File: src/rtl/elbeth_pkg.sv
// Shared encodings and default widths for the elbeth memory-side blocks.
package elbeth_pkg;

  localparam int unsigned ADDR_W_DEF  = 8;
  localparam int unsigned DATA_W_DEF  = 32;
  localparam int unsigned TIMEOUT_DEF = 16;

  typedef enum logic [1:0] {
    ST_IDLE   = 2'd0,
    ST_BUSY_I = 2'd1,
    ST_BUSY_D = 2'd2,
    ST_RESP   = 2'd3
  } state_e;

  localparam logic GRANT_I = 1'b0;
  localparam logic GRANT_D = 1'b1;

endpackage

File: src/rtl/elbeth_timeout_ctr.sv
// Clear/enable counter that flags expiry on its last permitted cycle; TIMEOUT = 0 disables it.
module elbeth_timeout_ctr #(
  parameter int unsigned TIMEOUT = 16
) (
  input  logic clk,
  input  logic rst,
  input  logic clr,
  input  logic en,
  output logic expire
);

  localparam int unsigned CW = (TIMEOUT == 0) ? 1 : $clog2(TIMEOUT + 1);
  localparam logic [CW-1:0] LAST = CW'((TIMEOUT == 0) ? 0 : TIMEOUT - 1);
  localparam logic [CW-1:0] SAT  = CW'(TIMEOUT);

  logic [CW-1:0] count_q;

  // Saturates at TIMEOUT instead of wrapping so a stuck enable can never re-arm expiry.
  always_ff @(posedge clk) begin
    if (rst || clr) begin
      count_q <= '0;
    end else if (en && (TIMEOUT != 0) && (count_q != SAT)) begin
      count_q <= count_q + 1'b1;
    end
  end

  always_comb begin
    expire = (TIMEOUT != 0) && (count_q == LAST);
  end

endmodule

File: src/rtl/elbeth_mem_arbiter.sv
// Merges the core's instruction and data ports onto one single-port memory with
// alternating arbitration, registered forwarding and a per-transaction timeout.
module elbeth_mem_arbiter
  import elbeth_pkg::*;
#(
  parameter int unsigned ADDR_W  = ADDR_W_DEF,
  parameter int unsigned DATA_W  = DATA_W_DEF,
  parameter int unsigned TIMEOUT = TIMEOUT_DEF
) (
  input  logic                clk,
  input  logic                rst,
  input  logic                imem_en,
  input  logic [ADDR_W-1:0]   imem_addr,
  input  logic [DATA_W/8-1:0] imem_rw,
  input  logic [DATA_W-1:0]   imem_wdata,
  output logic [DATA_W-1:0]   imem_rdata,
  output logic                imem_ready,
  output logic                imem_error,
  input  logic                dmem_en,
  input  logic [ADDR_W-1:0]   dmem_addr,
  input  logic [DATA_W/8-1:0] dmem_rw,
  input  logic [DATA_W-1:0]   dmem_wdata,
  output logic [DATA_W-1:0]   dmem_rdata,
  output logic                dmem_ready,
  output logic                dmem_error,
  output logic                mem_en,
  output logic [ADDR_W-1:0]   mem_addr,
  output logic [DATA_W/8-1:0] mem_rw,
  output logic [DATA_W-1:0]   mem_wdata,
  input  logic [DATA_W-1:0]   mem_rdata,
  input  logic                mem_ready,
  input  logic                mem_error
);

  localparam int unsigned BE_W = DATA_W / 8;

  state_e state_q, state_d;
  logic   last_grant_q, last_grant_d;

  logic              req_any, pick, busy, done, expire, ctr_clr;
  logic [DATA_W-1:0] rsp_rdata;
  logic              rsp_error;

  logic              mem_en_d;
  logic [ADDR_W-1:0] mem_addr_d;
  logic [BE_W-1:0]   mem_rw_d;
  logic [DATA_W-1:0] mem_wdata_d;
  logic [DATA_W-1:0] imem_rdata_d, dmem_rdata_d;
  logic              imem_ready_d, dmem_ready_d, imem_error_d, dmem_error_d;

  assign req_any = imem_en | dmem_en;
  // Under contention, hand the grant to whichever port did not win last time.
  assign pick    = (imem_en && dmem_en) ? ~last_grant_q : (dmem_en ? GRANT_D : GRANT_I);
  assign busy    = (state_q == ST_BUSY_I) || (state_q == ST_BUSY_D);
  assign done    = busy && (mem_ready || expire);
  assign ctr_clr = (state_q == ST_IDLE);

  // An abort completes with zero data and a forced error.
  assign rsp_rdata = mem_ready ? mem_rdata : '0;
  assign rsp_error = mem_ready ? mem_error : 1'b1;

  elbeth_timeout_ctr #(
    .TIMEOUT (TIMEOUT)
  ) u_timeout_ctr (
    .clk    (clk),
    .rst    (rst),
    .clr    (ctr_clr),
    .en     (busy),
    .expire (expire)
  );

  always_ff @(posedge clk) begin
    if (rst) begin
      state_q <= ST_IDLE;
    end else begin
      state_q <= state_d;
    end
  end

  always_comb begin
    state_d = state_q;
    case (state_q)
      ST_IDLE: begin
        if (req_any) state_d = (pick == GRANT_D) ? ST_BUSY_D : ST_BUSY_I;
      end
      ST_BUSY_I, ST_BUSY_D: begin
        if (done) state_d = ST_RESP;
      end
      default: state_d = ST_IDLE;
    endcase
  end

  always_comb begin
    last_grant_d = last_grant_q;
    mem_en_d     = mem_en;
    mem_addr_d   = mem_addr;
    mem_rw_d     = mem_rw;
    mem_wdata_d  = mem_wdata;
    imem_rdata_d = imem_rdata;
    imem_error_d = imem_error;
    imem_ready_d = 1'b0;
    dmem_rdata_d = dmem_rdata;
    dmem_error_d = dmem_error;
    dmem_ready_d = 1'b0;
    case (state_q)
      ST_IDLE: begin
        if (req_any) begin
          mem_en_d     = 1'b1;
          last_grant_d = pick;
          if (pick == GRANT_D) begin
            mem_addr_d  = dmem_addr;
            mem_rw_d    = dmem_rw;
            mem_wdata_d = dmem_wdata;
          end else begin
            mem_addr_d  = imem_addr;
            mem_rw_d    = imem_rw;
            mem_wdata_d = imem_wdata;
          end
        end
      end
      ST_BUSY_I: begin
        if (done) begin
          mem_en_d = 1'b0;
          // A master that abandoned its request gets no completion.
          if (imem_en) begin
            imem_ready_d = 1'b1;
            imem_rdata_d = rsp_rdata;
            imem_error_d = rsp_error;
          end
        end
      end
      ST_BUSY_D: begin
        if (done) begin
          mem_en_d = 1'b0;
          if (dmem_en) begin
            dmem_ready_d = 1'b1;
            dmem_rdata_d = rsp_rdata;
            dmem_error_d = rsp_error;
          end
        end
      end
      default: ;
    endcase
  end

  always_ff @(posedge clk) begin
    if (rst) begin
      last_grant_q <= GRANT_I;
      mem_en       <= 1'b0;
      mem_addr     <= '0;
      mem_rw       <= '0;
      mem_wdata    <= '0;
      imem_rdata   <= '0;
      imem_ready   <= 1'b0;
      imem_error   <= 1'b0;
      dmem_rdata   <= '0;
      dmem_ready   <= 1'b0;
      dmem_error   <= 1'b0;
    end else begin
      last_grant_q <= last_grant_d;
      mem_en       <= mem_en_d;
      mem_addr     <= mem_addr_d;
      mem_rw       <= mem_rw_d;
      mem_wdata    <= mem_wdata_d;
      imem_rdata   <= imem_rdata_d;
      imem_ready   <= imem_ready_d;
      imem_error   <= imem_error_d;
      dmem_rdata   <= dmem_rdata_d;
      dmem_ready   <= dmem_ready_d;
      dmem_error   <= dmem_error_d;
    end
  end

endmodule

File: config.mk
export PLATFORM = sky130hd
export DESIGN_NAME = elbeth_mem_arbiter
export DESIGN_NICKNAME = d
export VERILOG_FILES = /design/src/rtl/elbeth_pkg.sv /design/src/rtl/elbeth_timeout_ctr.sv /design/src/rtl/elbeth_mem_arbiter.sv
export SDC_FILE = /design/constraint.sdc
export NUM_CORES = 1
export LEC_CHECK = 0
export CAP_MARGIN = 20
export CELL_PAD_IN_SITES_DETAIL_PLACEMENT = 1
export CELL_PAD_IN_SITES_GLOBAL_PLACEMENT = 1
export CORE_MARGIN = 2
export CORE_UTILIZATION = 35
export DETAILED_ROUTE_END_ITERATION = 8
export DONT_BUFFER_PORTS = 1
export GPL_TIMING_DRIVEN = 0
export PLACE_DENSITY_LB_ADDON = 0.15
export RECOVER_POWER = 50
export SLEW_MARGIN = 20
export SYNTH_ARGS = -nofsm -noshare
export SYNTH_HDL_FRONTEND = slang
export SYNTH_SLANG_ARGS = --single-unit
File: constraint.sdc
create_clock -name clk -period 4.8 [get_ports clk]
set_input_delay 1.2 -clock clk [delete_from_list [all_inputs] [get_ports clk]]
set_output_delay 1.2 -clock clk [all_outputs]
set_load 0.02 [all_outputs]
After elaboration in Yosys (flattened, before gate mapping)
Index checks and enable logic that the tools add are counted.

storage, ports and cells
  flip-flop bits (word level) = 121
  bits in latches = 0
  memory bits (writable) = 0
  bits in read-only memories = 0
  input port bits = 126
  output and inout bits = 113
  memories kept = 0

cells by class
  add/subtract/negate cells = 1
  $mul = 0
  div/mod/pow operators = 0
  $lt $le $gt $ge = 0
  eq/ne operators = 6
  shift operators = 0
  multiplexer cells = 15
  bitwise operators = 5
  reduce and logical (&&, ||, !) cells = 16

operator list
  cell                                                                     count
  32-bit 2-to-1 mux                                                        2
  3-bit AND reduction                                                      3
  8-bit 2-to-1 mux                                                         1
  1-bit 2-to-1 mux                                                         6
  2-bit 2-to-1 mux                                                         3
  3-bit OR reduction                                                       2
  5-bit by 1-bit adder with 5-bit output, second input constant            1
  5-bit by 4-bit == test with 1-bit output, second input constant          1
  5-bit inequality test, second input constant                             1
  4-bit 2-to-1 mux                                                         1
  1-bit NOT                                                                4
  2-bit case mux with 2 select lines                                       1
  2-bit AND reduction                                                      2
  1-bit logical AND                                                        3
  1-bit logical OR                                                         3
  2-bit by 1-bit == test with 1-bit output, second input constant          1
  2-bit == test, second input constant                                     1
  2-bit logical NOT                                                        1
  2-bit by 1-bit inequality test with 1-bit output, second input constant  1
  2-bit inequality test, second input constant                             1
  1-bit case mux with 2 select lines                                       1
  2-bit nonzero test                                                       1
  2-bit OR reduction                                                       1
  1-bit bitwise OR                                                         1

Longest topological paths before layout
Gate-level depths: netlist (run 1).

  depth after elaboration = 5
  mapped depth = 9

Hierarchy
From an unflattened synthesis (run 1), not the netlist that was laid out.

second synthesis, totals
  cells, all modules = 555
  area total of the unflattened synthesis = 4961.0 sq um

by module, submodules not included
  module              times used  cells each  area each (sq um)  seq. area each (sq um)
  elbeth_mem_arbiter  1           525         4672.0             2322.2
  elbeth_timeout_ctr  1           30          289.0              100.1

Worst setup path before layout (run 1)
OpenSTA, ideal clock, no wires.

  kind = input -> register
  start = input port mem_ready
  end = register dmem_rdata[6]
  arrival = 1.987 ns
  data required time = 4.668 ns
  setup slack = 2.681 ns
  cell stages on the path = 6
  cells stage by stage = o21a_1 -> and3_1 -> buf_2 -> buf_2 -> nand3_1 -> a21oi_1

between the ends
  word-level cells in the longest chain between the ends = 3
  elaborated cells between the ends (all ways) = 4
  classes of those cells = mux (1); reduce/logical (3)

RTL lines
  element                        line                       RTL
  start: declaration             elbeth_mem_arbiter.sv:31   input logic mem_ready,
  1-bit logical OR               elbeth_mem_arbiter.sv:55   assign done = busy && (mem_ready || expire);
  1-bit logical AND              elbeth_mem_arbiter.sv:55
  3-bit AND reduction (no line)  -
  end signal: assignment         elbeth_mem_arbiter.sv:168  dmem_rdata <= dmem_rdata_d;
  end: declaration               elbeth_mem_arbiter.sv:23   output logic [DATA_W-1:0] dmem_rdata,

Several ways; a longest one is shown, not always the timed one.
A chain may end at the register's enable or synchronous reset.

Worst setup path after layout (run 1)
  start = input port dmem_en
  end = register mem_addr[5]

between the ends
  word-level cells in the longest chain between the ends = 3
  elaborated cells between the ends (all ways) = 6
  classes of those cells = mux (3); bitwise (1); reduce/logical (2)

RTL lines
  element                                                       line                       RTL
  start: declaration                                            elbeth_mem_arbiter.sv:19   input logic dmem_en,
  1-bit 2-to-1 mux / 1-bit logical AND (equally long branches)  elbeth_mem_arbiter.sv:53   assign pick = (imem_en && dmem_en) ? ~last_grant_q : (dmem_en ? GRANT_D : GRANT_I);
  1-bit 2-to-1 mux                                              elbeth_mem_arbiter.sv:53
  8-bit 2-to-1 mux                                              elbeth_mem_arbiter.sv:110  if (pick == GRANT_D) begin
  end signal: assignment                                        elbeth_mem_arbiter.sv:162  mem_addr <= mem_addr_d;
  end: declaration                                              elbeth_mem_arbiter.sv:27   output logic [ADDR_W-1:0] mem_addr,

Several ways; a longest one is shown, not always the timed one.

==> results.md, run 1 <==
Flow run:
- The total of max-cap violations is 0.

Setup path:
- The most common cell type on the critical path is clkbuf_1.
- Following the worst setup path forward leads to its endpoint at mem_addr[5].
- The kind of critical path is input pin to flip-flop.
- The capture instance of the worst register-to-register path is imem_rdata[27].
- The combined buffer and inverter count along the critical path is 3.
- The worst setup path is launched from an input pin.
- The largest driver fanout on the critical path is 10.
- For flop-to-flop paths, the worst setup slack is 2.61 ns.
- The endpoint class of the critical path is a flip-flop.
- The required time of the critical path is ~5.1 ns.
- Counting cells, the worst reg-to-reg path comes to 8.
- For this design, the slowest cell found on the critical path is clkbuf_1.
- The startpoint identified for the worst register-to-register timing path is u_timeout_ctr.count_q[1].
- Walking the worst path, the cells encountered are o21a_1, clkbuf_1, clkbuf_1, clkbuf_1, a211oi_1.
- In this design, the stage delay of the slowest critical-path cell is 0.43 ns.
- In this run the worst setup path begins at dmem_en.
- The cell depth of the worst setup path is 5.
- The data arrival time of the critical path is between 2 and 3 ns.
- Among cell families on the critical path, the largest total delay comes from buffers and inverters.

Timing:
- The maximum operating frequency is ~440 MHz.
- The portion of the clock cycle consumed by the worst path in the final layout is 47.6%.
- The number of pins with negative max-slew slack in the final report is 0.
- The count of final setup violators is 0.
- For the finished layout, the period the worst path requires is 2.28 ns.
- Setup repair after global routing left no endpoint under its margin.
- The final setup skew is roughly 0.0082 ns.
- The worst relative slew slack is 62.1%.
- The count of endpoints failing hold in the final timing report is 0.
- The final setup TNS is 0 ns.
- The measured slew at the worst slew-check pin is 0.569 ns.

Synthesis:
- In this run, distinct cell masters in the synthesized netlist total 30.
- The number of nets in the synthesized netlist is ~690.
- The register bit count reported by yosys is around 120.
- The average instance area after synthesis is about 9 um^2.
- The cell count after synthesis came out at 554.
- The warning count from the yosys run is 0.
- The portion of the post-synthesis area used by sequential elements is between 40% and 50%.
- The fraction of registers with async set/reset is 0%.
- The synthesized design contains 0 enable-type register cells.
- The most used flip-flop cell after synthesis is dfxtp_1.
- The post-synth design cell area is 0.00492 mm^2.

Route:
- The via count is 4076.
- The final routed wirelength across all metal layers is about 15000 um.
- The count of nets left with antenna violations after detail routing is 0.
- The first-pass detailed-route iteration total is 4.
- After detailed routing, the number of remaining DRC violations is 0.
- In the routed layout, each cell is associated on average with a via count of roughly 5.3.
- In the final routed layout, each cell accounts on average for ~20 um.
- For this block, the initial DRC count from the detailed router was 137.

Cells and area:
- Once layout is complete, the utilization of the core stands at about 41%.
- The commonest non-fill, non-tap cell in the layout is dfxtp_1.
- 0 antenna diodes ended up in the layout.
- Relative to the synthesized area, the layout overhead comes to 15.8%.
- In the layout the commonest cells are dfxtp_1 (121), nand3_1 (67), nand2_1 (66), a21oi_1 (66), nor2_1 (54).
- The post-route cell area is around 0.0057 mm^2.
- In the final layout, the share of cells above drive strength 1 is approximately 7.3%.
- Counting the fill cells in the layout gives 1607.
- The net count of the finished layout is around 700.

Die:
- The effective utilization at floorplan is 35.6%.
- The area inside the core boundary is between 0.01 and 0.015 mm^2.
- The die covers about 0.015 mm^2.
- The die span in x is ~120 um.
- In this run the vertical extent of the chip is about 120 um.
- In this run the core area contains 43 standard-cell rows.
- In this run the count of I/O pins placed on the die edge is 239.

Clock tree:
- The number of H-tree levels is 4.
- The number of clock sinks is 121.
- The total of cells resized after clock tree synthesis is 0.
- The post-CTS setup-driven buffer insertion count is 0.
- Clock latency on the worst-skew pair, taken at its later pin, is 0.41 ns.
- The maximum count of clock buffers along a single path is 2.
- The clock tree root buffer cell is clkbuf_16.
- TritonCTS built the clock tree.
- Buffers inserted during clock tree synthesis total 17.
- After clock tree synthesis, the clock-pin slew on the worst setup and hold paths is roughly 0.060 ns.
- The number of hold buffers added after CTS was 0.

Power:
- Of the total power, registers draw a little over two fifths.
- VDD sags by at most around 0.28 mV.
- The internal power of the cells is 2210 uW.
- The power spent charging and discharging nets is 1130 uW.
- The total power density per cell area is 585 mW/mm^2.
- The clock network fraction of design power is 37.8%.
- The combinational group share of total power is between 15 and 20%.
- Of the total power, the share spent switching nets is between 30% and 40%.
- The leakage power summed over all cells is 0.00207 uW.

Global routing:
- The global-route wire length before repair is approximately 23000 um.
- The total global-route track usage is about a fifth.
- The total grt overflow is 0.
- The number of global-route vias before repair is roughly 4300.
- The initial antenna violation count is 0.
- Entering global routing, the biggest net connects 17 pins.

Placed design:
- The number of port buffers is 0.
- The HPWL after detailed placement is about 12000 um.
- The placed instance area is 0.00514 mm^2.
- The final weighted congestion of routability-driven global placement is 0.742.

Run status:
- The flow ran to the end, and the final reports show no timing, DRC or antenna violations.

Worst hold path:
- The min-delay analysis places its worst path in the category flip-flop to flip-flop.
worst min path at each step:
stage | start | to | slack (ns) | cells after the start
after floorplan | state_q[0] | state_q[0] | 0.47 | 2
after detailed placement | state_q[0] | state_q[0] | 0.52 | 2
final | state_q[0] | state_q[0] | 0.52 | 2
after global placement | state_q[0] | state_q[0] | 0.49 | 2
after global routing | state_q[0] | state_q[0] | 0.55 | 2
after CTS | state_q[0] | state_q[0] | 0.52 | 2
flip-flops by register name, summed over array words and instances (netlist names):
name / cells
mem_rw: 4
dmem_error: 1
dmem_ready: 1
imem_rdata: 32
imem_ready: 1
mem_addr: 8
state_q: 2
dmem_rdata: 32
mem_wdata: 32
mem_en: 1
last_grant_q: 1
u_timeout_ctr.count_q: 5
imem_error: 1
cell families after synthesis:
family	synth area share, %
AO/OA/AOI/OAI	15.9
XOR/XNOR	0.534
adder cells (fa/ha/maj)	1.78
buffers and inverters	5.83
flip-flops	49.3
multiplexers	9.16
AND/OR/NAND/NOR	17.5
power groups by stage:
stage          logic [uW]  registers (uW)  clock network [uW]
6_report              648            1420                1260
5_1_grt               732            1440                1340
4_1_cts               680            1430                1290
3_5_place_dp          674            1450                   0
3_3_place_gp          649            1450                   0
2_1_floorplan         529            1400                   0
synthesized netlist by cell type (4+ instances only):
cell type / n / area, um^2
dfxtp_1: 121 / 2420
nand3_1: 67 / 335
a21oi_1: 66 / 330
nand2_1: 66 / 248
nor2_1: 54 / 203
mux2i_1: 45 / 450
a211oi_1: 42 / 315
clkbuf_1: 33 / 124
buf_2: 13 / 65.1
ha_1: 7 / 87.6
a211oi_2: 5 / 62.6
inv_1: 5 / 18.8
nor3_1: 4 / 20.0
stage by stage:
step / hold slack [ns] / setup WS (ns) / instances / total power, uW
finish: 0.521 / 2.52 / 766 / 3330
CTS: 0.523 / 2.60 / 766 / 3400
global placement: 0.487 / 2.38 / 734 / 2090
floorplan: 0.470 / 2.68 / 554 / 1930
global route: 0.551 / 2.36 / 766 / 3510
detailed placement: 0.516 / 2.34 / 734 / 2120
worst register-to-register path, delay by kind of cell (launching register included):
kind	cells	cell delay, ns
simple gates	3	0.55
compound gates	2	0.36
fa+ha+maj	2	0.41
flops	1	0.34
buf+inv	1	0.45
routing by layer:
metal / vias up / part of all wire, % / GRT usage, %
met4: 0 / 1.5 / 7.54
met1: 1920 / 39 / 22.0
li1: 1967 / - / -
met2: 172 / 49 / 34.6
met5: - / 0 / 0
met3: 17 / 11 / 8.46
layout make-up:
class | count | area [um^2] | area share, %
Buffer | 51 | 262 | 4.59
Clock inverter | 8 | 92.6 | 1.63
Inverter | 5 | 18.8 | 0.330
Clock buffer | 24 | 492 | 8.63
Multi-Input combinational cell | 377 | 2180 | 38.3
Sequential cell | 121 | 2420 | 42.5
Tap cell | 180 | 225 | 3.95
(Power assumes the default switching activity.)
==> inputs of run 2 (changes only) <==
==> constraint.sdc (replaced) <==
create_clock -name clk -period 2.2 [get_ports clk]
set_input_delay 0.55 -clock clk [delete_from_list [all_inputs] [get_ports clk]]
set_output_delay 0.55 -clock clk [all_outputs]
set_load 0.02 [all_outputs]
==> results.md, run 2 (synthesized netlist as in run 1, its figures left out) <==
Timing:
- The count of endpoints failing hold in the final timing report was 0 (unchanged).
- The maximum operating frequency is between 400 and 500 MHz.
- The count of final setup violators is 0 (unchanged).
- The final setup TNS came to 0 ns (unchanged).
- Setup repair after global routing left no endpoint under its margin.
- Counting I/O delays and the setup requirement, the final critical path takes 2.00 ns.
- The final setup skew is 0.00825 ns (+0.0000103 ns).
- The measured slew at the worst slew-check pin came to 0.575 ns (+0.00544 ns).
- The number of pins with negative max-slew slack in the final report is 0 (unchanged).
- The worst relative slew slack is 61.7% (-0.36 points).
- In the finished design, the share of the clock period the worst path needs comes to just over 90%.

Cells and area:
- The post-layout net count is 706 (unchanged).
- The largest registers in the layout are dmem_rdata (32), imem_rdata (32), mem_wdata (32).
- The antenna diode count is 0 (unchanged).
- The layout filler cell count is 1599 (-0.50%).
- Relative to the synthesized area, the layout overhead comes to 16.7%.
- The commonest non-fill, non-tap cell in the layout is dfxtp_1.
- The fraction of layout cells with a size suffix above 1 is 9.90% (+2.6 points).
- The multi-input logic area is 0.00221 mm^2 (+1.1%).
- The post-route cell area is 0.00574 mm^2 (+0.75%).
- The flip-flop and latch area is 0.00242 mm^2 (unchanged).
- Leaving out fill and tap cells, the most frequent cells in the layout are dfxtp_1 (121), nand3_1 (67), nand2_1 (66), a21oi_1 (66), nor2_1 (54).

Placed design:
- The final weighted congestion of routability-driven global placement is 0.742 (unchanged).
- The half-perimeter wire length after placement is 11600 um (unchanged).
- The placed instance area is 0.00514 mm^2 (unchanged).
- The number of port buffers is 0 (unchanged).

Route:
- The routed length per instance is 19.9 um (+0.12%).
- The total DRC errors in the routed layout is 0 (unchanged).
- The final routed wirelength across all metal layers is 15200 um (+0.12%).
- The count of nets left with antenna violations after detail routing is 0 (unchanged).
- The via density per instance is 5.33 (about the same).
- The number of DRC markers after the initial detailed-route iteration is 119 (-13%).
- The via count is 4080 (+0.098%).
- The first-pass detailed-route iteration total was 4 (unchanged).

Power:
- The leakage power summed over all cells is 0.00210 uW (+1.4%).
- The worst voltage drop across the vdd grid is 0.606 mV (+120%).
- The total power density per cell area is 1280 mW/mm^2 (+120%).

Die:
- The floorplan die height is 123 um (unchanged).
- The placement row count is 43 (unchanged).
- The floorplan die area is 0.0150 mm^2 (unchanged).
- The effective utilization at floorplan is 35.6% (unchanged).
- The area inside the core boundary is 0.0138 mm^2 (unchanged).
- The die span in x is 123 um (unchanged).
- The I/O pin count is 239 (unchanged).

Clock tree:
- TritonCTS built the clock tree.
- The clock latency on the worst-skew pair is 0.41 ns (about the same).
- The clock slew at the register clock pins of the worst setup and hold paths was 0.06 ns (about the same).
- The total clock buffers created by CTS came to 17 (unchanged).
- The number of H-tree levels is 4 (unchanged).
- The tree is rooted in a clkbuf_16.
- The maximum count of clock buffers along a single path is 2 (unchanged).
- The number of clock sinks is 121 (unchanged).

Global routing:
- The total grt overflow is 0 (unchanged).
- The initial antenna violation count is 0 (unchanged).
- The total global-route track usage was 20.1% (unchanged).
- The number of global-route vias before repair is 4312 (unchanged).
- The global-route wire length before repair came to 22900 um (unchanged).
- The pin count of the biggest net entering global routing is 17 (unchanged).

Setup path:
- The top cell family by delay on the critical path is compound AO/OA/AOI/OAI gates.
- The critical path in this run is classified as flip-flop to flip-flop.
- The data arrival time of the critical path came to 2.32 ns (-0.23 ns).
- The required time of the critical path is 2.52 ns (-2.55 ns).
- The largest driver fanout on the critical path came to 10 (unchanged).
- The delay of the slowest cell on the worst path was 0.34 ns (-0.09 ns).
- Among all stages on the critical path, the largest delay is contributed by dfxtp_1.
- The endpoint class of the critical path is a flip-flop.
- The sort of element at the start of the critical path is a flip-flop.
- The combined buffer and inverter count along the critical path is 2 (-1).
- Walking the worst path, the cells encountered are ha_1, and3_1, ha_1, o21a_1, and3_1, buf_2, buf_2, a211oi_1.

Run status:
- The run finished with clean final reports.

Flow run:
- The total of max-cap violations is 0 (unchanged).

Worst hold path:
- The worst hold path class is input pin to flip-flop.
run 2: cell types whose count changed in the layout (fill, tap and decap cells not counted), sizes merged:
| cell | before | now |
|---|---|---|
| buf | 13 | 15 |
| clkbuf | 62 | 60 |
run 2: worst paths after layout:
check | endpoint | startpoint | depth (start not counted) | slack (ns)
worst max register to register | dmem_error | u_timeout_ctr.count_q[1] | 8 | 0.20
worst min-delay path | imem_rdata[22] | mem_rdata[22] | 2 | 0.30
worst max-delay path | dmem_error | u_timeout_ctr.count_q[1] | 8 | 0.20
worst min register to register | state_q[0] | state_q[0] | 2 | 0.52
run 2: area by class of cell:
| class | count | area share [%] |
|---|---|---|
| Sequential cell | 121 | 42.2 |
| Multi-Input combinational cell | 377 | 38.5 |
| Clock buffer | 24 | 8.57 |
| Buffer | 51 | 4.86 |
| Tap cell | 180 | 3.92 |
| Clock inverter | 8 | 1.61 |
| Inverter | 5 | 0.327 |
run 2: layer usage:
layer  GRT usage [%]  routed length (um)  up-vias
met1            22.0                5860     1923
met2            34.6                7500      175
met5               0                   0        -
met4            7.54                 211        0
li1                -                   -     1965
met3            8.46                1660       17
run 2: what timing repair did:
action,4_1_cts,5_1_grt
setup buffers,0,0
gates resized for setup,1,12
hold buffers,0,0
endpoints found under the hold margin,0,0
endpoints found under the setup margin,2,49
run 2: where the power goes:
part | leakage (uW) | internal, uW | total [uW] | switching, uW
clock network | 0.000290 | 1780 | 2750 | 978
logic | 0.000826 | 543 | 1460 | 920
registers | 0.000987 | 2520 | 3110 | 591
run 2: through the flow:
step / power (uW) / util (%) / worst slack, ns / hold slack [ns] / instances
after global routing: 7710 / 41.5 / 0.00322 / 0.290 / 766
after global placement: 4570 / 37.2 / 0.0685 / 0.487 / 734
after detailed placement: 4630 / 37.2 / 0.0153 / 0.516 / 734
after CTS: 7410 / 41.4 / 0.00571 / 0.279 / 766
final: 7330 / 41.5 / 0.197 / 0.300 / 766
after floorplan: 4210 / - / 0.415 / 0.470 / 554
==> RTL change 1: new RTL, config.mk and constraints of run 2 <==
The package constant `ADDR_W_DEF` goes from 8 to 10.
--- a/src/rtl/elbeth_pkg.sv
+++ b/src/rtl/elbeth_pkg.sv
@@ -3,3 +3,3 @@
 
-  localparam int unsigned ADDR_W_DEF  = 8;
+  localparam int unsigned ADDR_W_DEF  = 10;
   localparam int unsigned DATA_W_DEF  = 32;
Interface: changed (resized dmem_addr, imem_addr and mem_addr); port bits go from 239 to 245. The function was not compared with the original's and may differ.
==> RTL change 1 against run 2 <==
Clock power fell by 3%; worst setup slack got worse by 23 ps; area after synthesis rose by 0.53%; first-iteration DRC count rose by 21%; design area rose by 0.20%; routed wire length rose by 0.75%; power fell by 0.41%; sequential cell count rose by 2; largest cell class unchanged; count of clock-buffer cells in the layout rose by 3; synthesized cell count rose by 1.6%.
==> RTL change 1: results (changes against run 2) <==
| Metric | Value |
|---|---|
| DRT met1 WL | 5.92 mm (+1.1%) |
| Num CTS Buffers | 17 (unchanged) |
| Layout cells sized above 1 | 8.29% (-1.6 points) |
| Placed inst area | 0.00517 sq mm (+0.51%) |
| Wire length on met2 | 7.73 mm (+3.1%) |
| FF+latch area | 0.00246 sq mm (+1.7%) |
| Crit. Startpoint | u_timeout_ctr.count_q[0]$_SDFFE_PP0P_ |
| Root Driver | clkbuf_16 |
| # placed instances | 743 (+1.2%) |
| Hold_ws | 298 ps (-1.78 ps) |
| Number of DRC markers in iteration 0 | 144 (+21%) |
| RD Place Congestion | 0.763 (+2.8%) |
| Fillers | 1,603 (+0.25%) |
| Worst Hold End | dmem_rdata[12]$_SDFFE_PP0P_ |
| DR vias | 4,181 (+2.5%) |
| Max VDD drop | 539 uV (-11%) |
| Drt total wl | 15.3 mm (+0.75%) |
| WP data arrival | 2360 ps (+40 ps) |
| Achievable clock frequency | 494 MHz (-1.1%) |
| Synthesized net count | 700 (+1.9%) |
| Hold wc startpoint | mem_rdata[12] |
| Nets | 719 (+1.8%) |
| Met3 WL post-DR | 1.49 mm (-10%) |
| Initial antenna violation count | 0 (unchanged) |
| Hpwl dp | 11.9 mm (+2.9%) |
| GRT Overall Usage | 20.1% (about the same) |
| Max layer used | met4 |
| Fin Clk Skew | 4.97 ps (-3.28 ps) |
| Status | complete, no violations |
| R2R Setup Slk | 170 ps (-20 ps) |
| Pre-CTS setup slack | -4.78 ps (-20.1 ps) |
| Synthesized instance count | 563 (+1.6%) |
| Seq/Total Area, Yosys | 49.8% (+0.55 points) |
| Clock Latency Late Sink | 410 ps (about the same) |
| Ys async rst share | 0% (unchanged) |
| Critical Path Sink | dmem_rdata[2]$_SDFFE_PP0P_ |
| Netlist cell types | 29 (-3.3%) |
| Slew HR | 61.0% (-0.69 points) |
| Vias in the first global route | 4,263 (-1.1%) |
| First-pass GRT wire length | 22.9 mm (+0.27%) |
| LEAKAGE | 2.11 nW (+0.23%) |
| Commonest cells in the netlist | dfxtp_1, nand3_1, a21oi_1, nand2_1, nor2_1 |
| Cell Count, Final, Fillers Out | 771 (+0.65%) |
| Synth area leaders | dfxtp_1, mux2i_1, a211oi_1, nand3_1, a21oi_1 |
-- RTL change 1: changes by cell type in the layout (fill, tap and decap cells not counted), moves of 2 or more --
cell and delta:
a211oi_1 +7, a211oi_2 -5, buf_1 +2, buf_12 -3, buf_4 +4, clkbuf_8 +3, clkinv_2 -5, dfxtp_1 +2
mux2i_1 +2, nor2_1 +2
-- RTL change 1: worst max-delay path, cell delays in order, from the launching register on --
cell and delay (ps):
dfxtp_1 330, ha_1 220, and3_1 180, ha_1 220
o21a_1 210, nand3_1 230, clkbuf_2 320, nand2_1 100
a21oi_1 150
-- RTL change 1: routing by layer --
metal	vias up	track usage, %
li1	2002	-
met1	1981	22.5
met2	184	35.0
met3	14	7.57
met4	0	6.90
met5	-	0
-- RTL change 1: kinds of logic after synthesis --
group / share of synthesized area [%]
AND/OR/NAND/NOR: 17.6
buffers and inverters: 5.16
flip-flops: 49.8
XOR/XNOR: 0.532
adder cells (fa/ha/maj): 1.77
AO/OA/AOI/OAI: 15.6
multiplexers: 9.52
-- RTL change 1: area by class of cell --
class / instances / share of cell area (%)
clock buffers: 27 / 9.27
flip-flops and latches: 123 / 42.8
inverters: 5 / 0.326
plain buffers: 52 / 4.42
well taps: 180 / 3.92
multi-input cells: 383 / 38.7
clock inverters: 1 / 0.522
-- RTL change 1: where the power goes --
part,switching [mW],total (mW),internal [mW],leakage (nW)
Clock,0.927,2.67,1.74,0.277
Sequential,0.619,3.19,2.57,1.00
Combinational,0.915,1.44,0.529,0.827
-- RTL change 1: repair_timing --
action                                  in CTS  in global routing
endpoints found under the setup margin       2                 43
setup buffers                                0                  0
resized for setup                            2                 15
==> RTL change 2: new RTL, settings of run 2 <==
Made on the original files. Put one more register stage on the output `dmem_error`, with the module's reset. The value now appears one clock later. The other outputs are not delayed to match.
--- a/src/rtl/elbeth_mem_arbiter.sv
+++ b/src/rtl/elbeth_mem_arbiter.sv
@@ -35,2 +35,4 @@
   localparam int unsigned BE_W = DATA_W / 8;
+
+  logic dmem_error_s0;
 
@@ -102,3 +104,3 @@
     dmem_rdata_d = dmem_rdata;
-    dmem_error_d = dmem_error;
+    dmem_error_d = dmem_error_s0;
     dmem_ready_d = 1'b0;
@@ -157,3 +159,3 @@
       dmem_ready   <= 1'b0;
-      dmem_error   <= 1'b0;
+      dmem_error_s0 <= 1'b0;
     end else begin
@@ -169,3 +171,11 @@
       dmem_ready   <= dmem_ready_d;
-      dmem_error   <= dmem_error_d;
+      dmem_error_s0 <= dmem_error_d;
+    end
+  end
+
+  always_ff @(posedge clk) begin
+    if (rst) begin
+      dmem_error <= '0;
+    end else begin
+      dmem_error <= dmem_error_s0;
     end
Behaviour: not the same (Yosys sat finds a counterexample within 4 cycles, from zero or initial values and one cycle with rst high).
==> RTL change 2 against run 2 <==
Worst setup slack got worse by 56 ps; sequential cell count up 1; design area increased by 1.2%; power grew 1.2%; final cell count up 0.39%; routed wire length increased by 0.31%; area after synthesis grew 0.61%; fmax down 2.7%; critical path type unchanged.
==> RTL change 2: results (changes against run 2) <==
| Metric | Value |
|---|---|
| Largest net degree at the start of global routing | 17 (unchanged) |
| Clock Latency Late Sink | 410 ps (about the same) |
| PortBufs | 0 (unchanged) |
| DR vias | 4,119 (+0.96%) |
| Layout cells sized above 1 | 10.0% (+0.12 points) |
| DRT met1 WL | 5.74 mm (-1.9%) |
| H-tree depth | 4 (unchanged) |
| Netlist cell types | 31 (+3.3%) |
| Yosys top cell area share | 49.4% (+0.11 points) |
| First-pass GRT wire length | 23.2 mm (+1.4%) |
| RD Place Congestion | 0.756 (+1.9%) |
| Maximum clock insertion buffer count | 2 (unchanged) |
| Slowest cell on crit path | dfxtp_1 |
| Largest delay share family, worst path | simple AND/OR/NAND/NOR gates |
| Cell Count, Final, Fillers Out | 769 (+0.39%) |
| Reg2reg start | u_timeout_ctr.count_q[0]$_SDFFE_PP0P_ |
| Hold Path Cell Cnt | 2 (unchanged) |
| Max VDD drop | 532 uV (-12%) |
| Ys async rst share | 0% (unchanged) |
| Hold wc startpoint | mem_rdata[26] |
| RR Endpoint | imem_rdata[9]$_SDFFE_PP0P_ |
| Max layer used | met4 |
| Met3 GRT Util | 7.56% (-0.89 points) |
| Number of DRC markers in iteration 0 | 134 (+13%) |
| Met1 Usage GRT | 21.9% (-0.12 points) |
| Slowest stage delay, CP | 320 ps (-20 ps) |
| # placed instances | 737 (+0.41%) |
| Fin Clk Skew | 7.21 ps (-1.04 ps) |
| R2R cell count | 8 (unchanged) |
| R2R Setup Slk | 140 ps (-60 ps) |
| Worst slew pin tran | 587 ps (+12.1 ps) |
| WP data arrival | 2390 ps (+70 ps) |
| LEAKAGE | 2.12 nW (+0.85%) |
| Clock slew at reported path FFs | 50 ps |
| Commonest cells in the netlist | dfxtp_1, nand3_1, a21oi_1, nand2_1, nor2_1 |
| Wire length on met2 | 7.69 mm (+2.5%) |
| Biggest regs | dmem_rdata x32, imem_rdata x32, mem_wdata x32 |
| GRT Overall Usage | 20.3% (+0.15 points) |
| Critical Path Fanout Max | 10 (unchanged) |
| Synthesized net count | 690 (+0.44%) |
| Hpwl dp | 11.6 mm (-0.37%) |
| Synth area leaders | dfxtp_1, mux2i_1, nand3_1, a21oi_1, a211oi_1 |
| Initial antenna violation count | 0 (unchanged) |
| Nets | 709 (+0.42%) |
| Seq/Total Area, Yosys | 49.4% (+0.11 points) |
| Synthesized instance count | 557 (+0.54%) |
| Vias in the first global route | 4,393 (+1.9%) |
| Net Sw Power | 2.48 mW (-0.52%) |
| GR Util met2 | 35.7% (+1.1 points) |
| Met3 WL post-DR | 1.53 mm (-7.9%) |
| Pre-CTS setup slack | -17.6 ps (-32.9 ps) |
| Synth warn | 0 (unchanged) |
| Worst Hold End | dmem_rdata[26]$_SDFFE_PP0P_ |
| Antenna Cells | 0 (unchanged) |
| WL/cell | 19.9 um (about the same) |
| Worst Hold Class | input pin to register |
| Status | complete, no violations |
==> RTL change 2: changes by cell type in the layout (fill, tap and decap cells not counted), sizes merged <==
| cell | change |
|---|---|
| clkinv | -3 |
| buf | +2 |
| clkbuf | +2 |
| dfxtp | +1 |
| nor2b | +1 |
==> RTL change 2: timing repair <==
action                     CTS  global route
hold endpoints to repair     0             0
setup buffers                0             0
gates resized for setup      5            14
setup endpoints to repair   16            36
pin swaps                    0             0
hold buffers                 0             0
==> RTL change 2: kinds of logic after synthesis <==
logic type	synth area share, %
AOI/OAI and AO/OA	15.8
xor gates and xnor gates	0.531
adders and majority gates	1.77
buffers and inverters	5.87
DFF	49.4
muxes	9.10
and+or+nand+nor	17.5
==> RTL change 2: layout make-up <==
| type | instances | area, sq um |
|---|---|---|
| buffer | 52 | 297 |
| clock buffer | 27 | 523 |
| fill | 1614 | 8020 |
| sequential | 122 | 2440 |
| inverter | 5 | 18.8 |
| clock inverter | 5 | 81.3 |
| multi-input combinational | 378 | 2220 |
| tap | 180 | 225 |
==> RTL change 2: through the flow <==
| stage | util (%) | area (sq um) | hold WS (ps) |
|---|---|---|---|
| floorplan | - | 4950 | 439 |
| global placement | 37.4 | 5170 | 450 |
| detailed placement | 37.4 | 5170 | 473 |
| CTS | 41.8 | 5780 | 286 |
| global route | 42.0 | 5810 | 293 |
| finish | 42.0 | 5810 | 306 |
==> RTL change 2: worst max path at each step <==
| stage | start | endpoint | slack [ps] |
|---|---|---|---|
| detailed placement | u_timeout_ctr.count_q[0]$_SDFFE_PP0P_ | dmem_rdata[9]$_SDFFE_PP0P_ | -20 |
| finish | u_timeout_ctr.count_q[0]$_SDFFE_PP0P_ | imem_rdata[9]$_SDFFE_PP0P_ | 140 |
| CTS | u_timeout_ctr.count_q[0]$_SDFFE_PP0P_ | dmem_rdata[3]$_SDFFE_PP0P_ | 30 |
| global route | u_timeout_ctr.count_q[1]$_SDFFE_PP0P_ | imem_rdata[9]$_SDFFE_PP0P_ | -20 |
| global placement | u_timeout_ctr.count_q[0]$_SDFFE_PP0P_ | imem_rdata[15]$_SDFFE_PP0P_ | 80 |
| floorplan | u_timeout_ctr.count_q[0]$_SDFFE_PP0P_ | dmem_rdata[6]$_SDFFE_PP0P_ | 420 |
==> RTL change 2: power groups by stage <==
| stage | clock [mW] | sequential [mW] | combinational [mW] |
|---|---|---|---|
| 2_1_floorplan | 0 | 3.08 | 1.15 |
| 3_3_place_gp | 0 | 3.17 | 1.43 |
| 3_5_place_dp | 0 | 3.18 | 1.50 |
| 4_1_cts | 2.87 | 3.13 | 1.50 |
| 5_1_grt | 2.98 | 3.17 | 1.67 |
| 6_report | 2.81 | 3.13 | 1.48 |
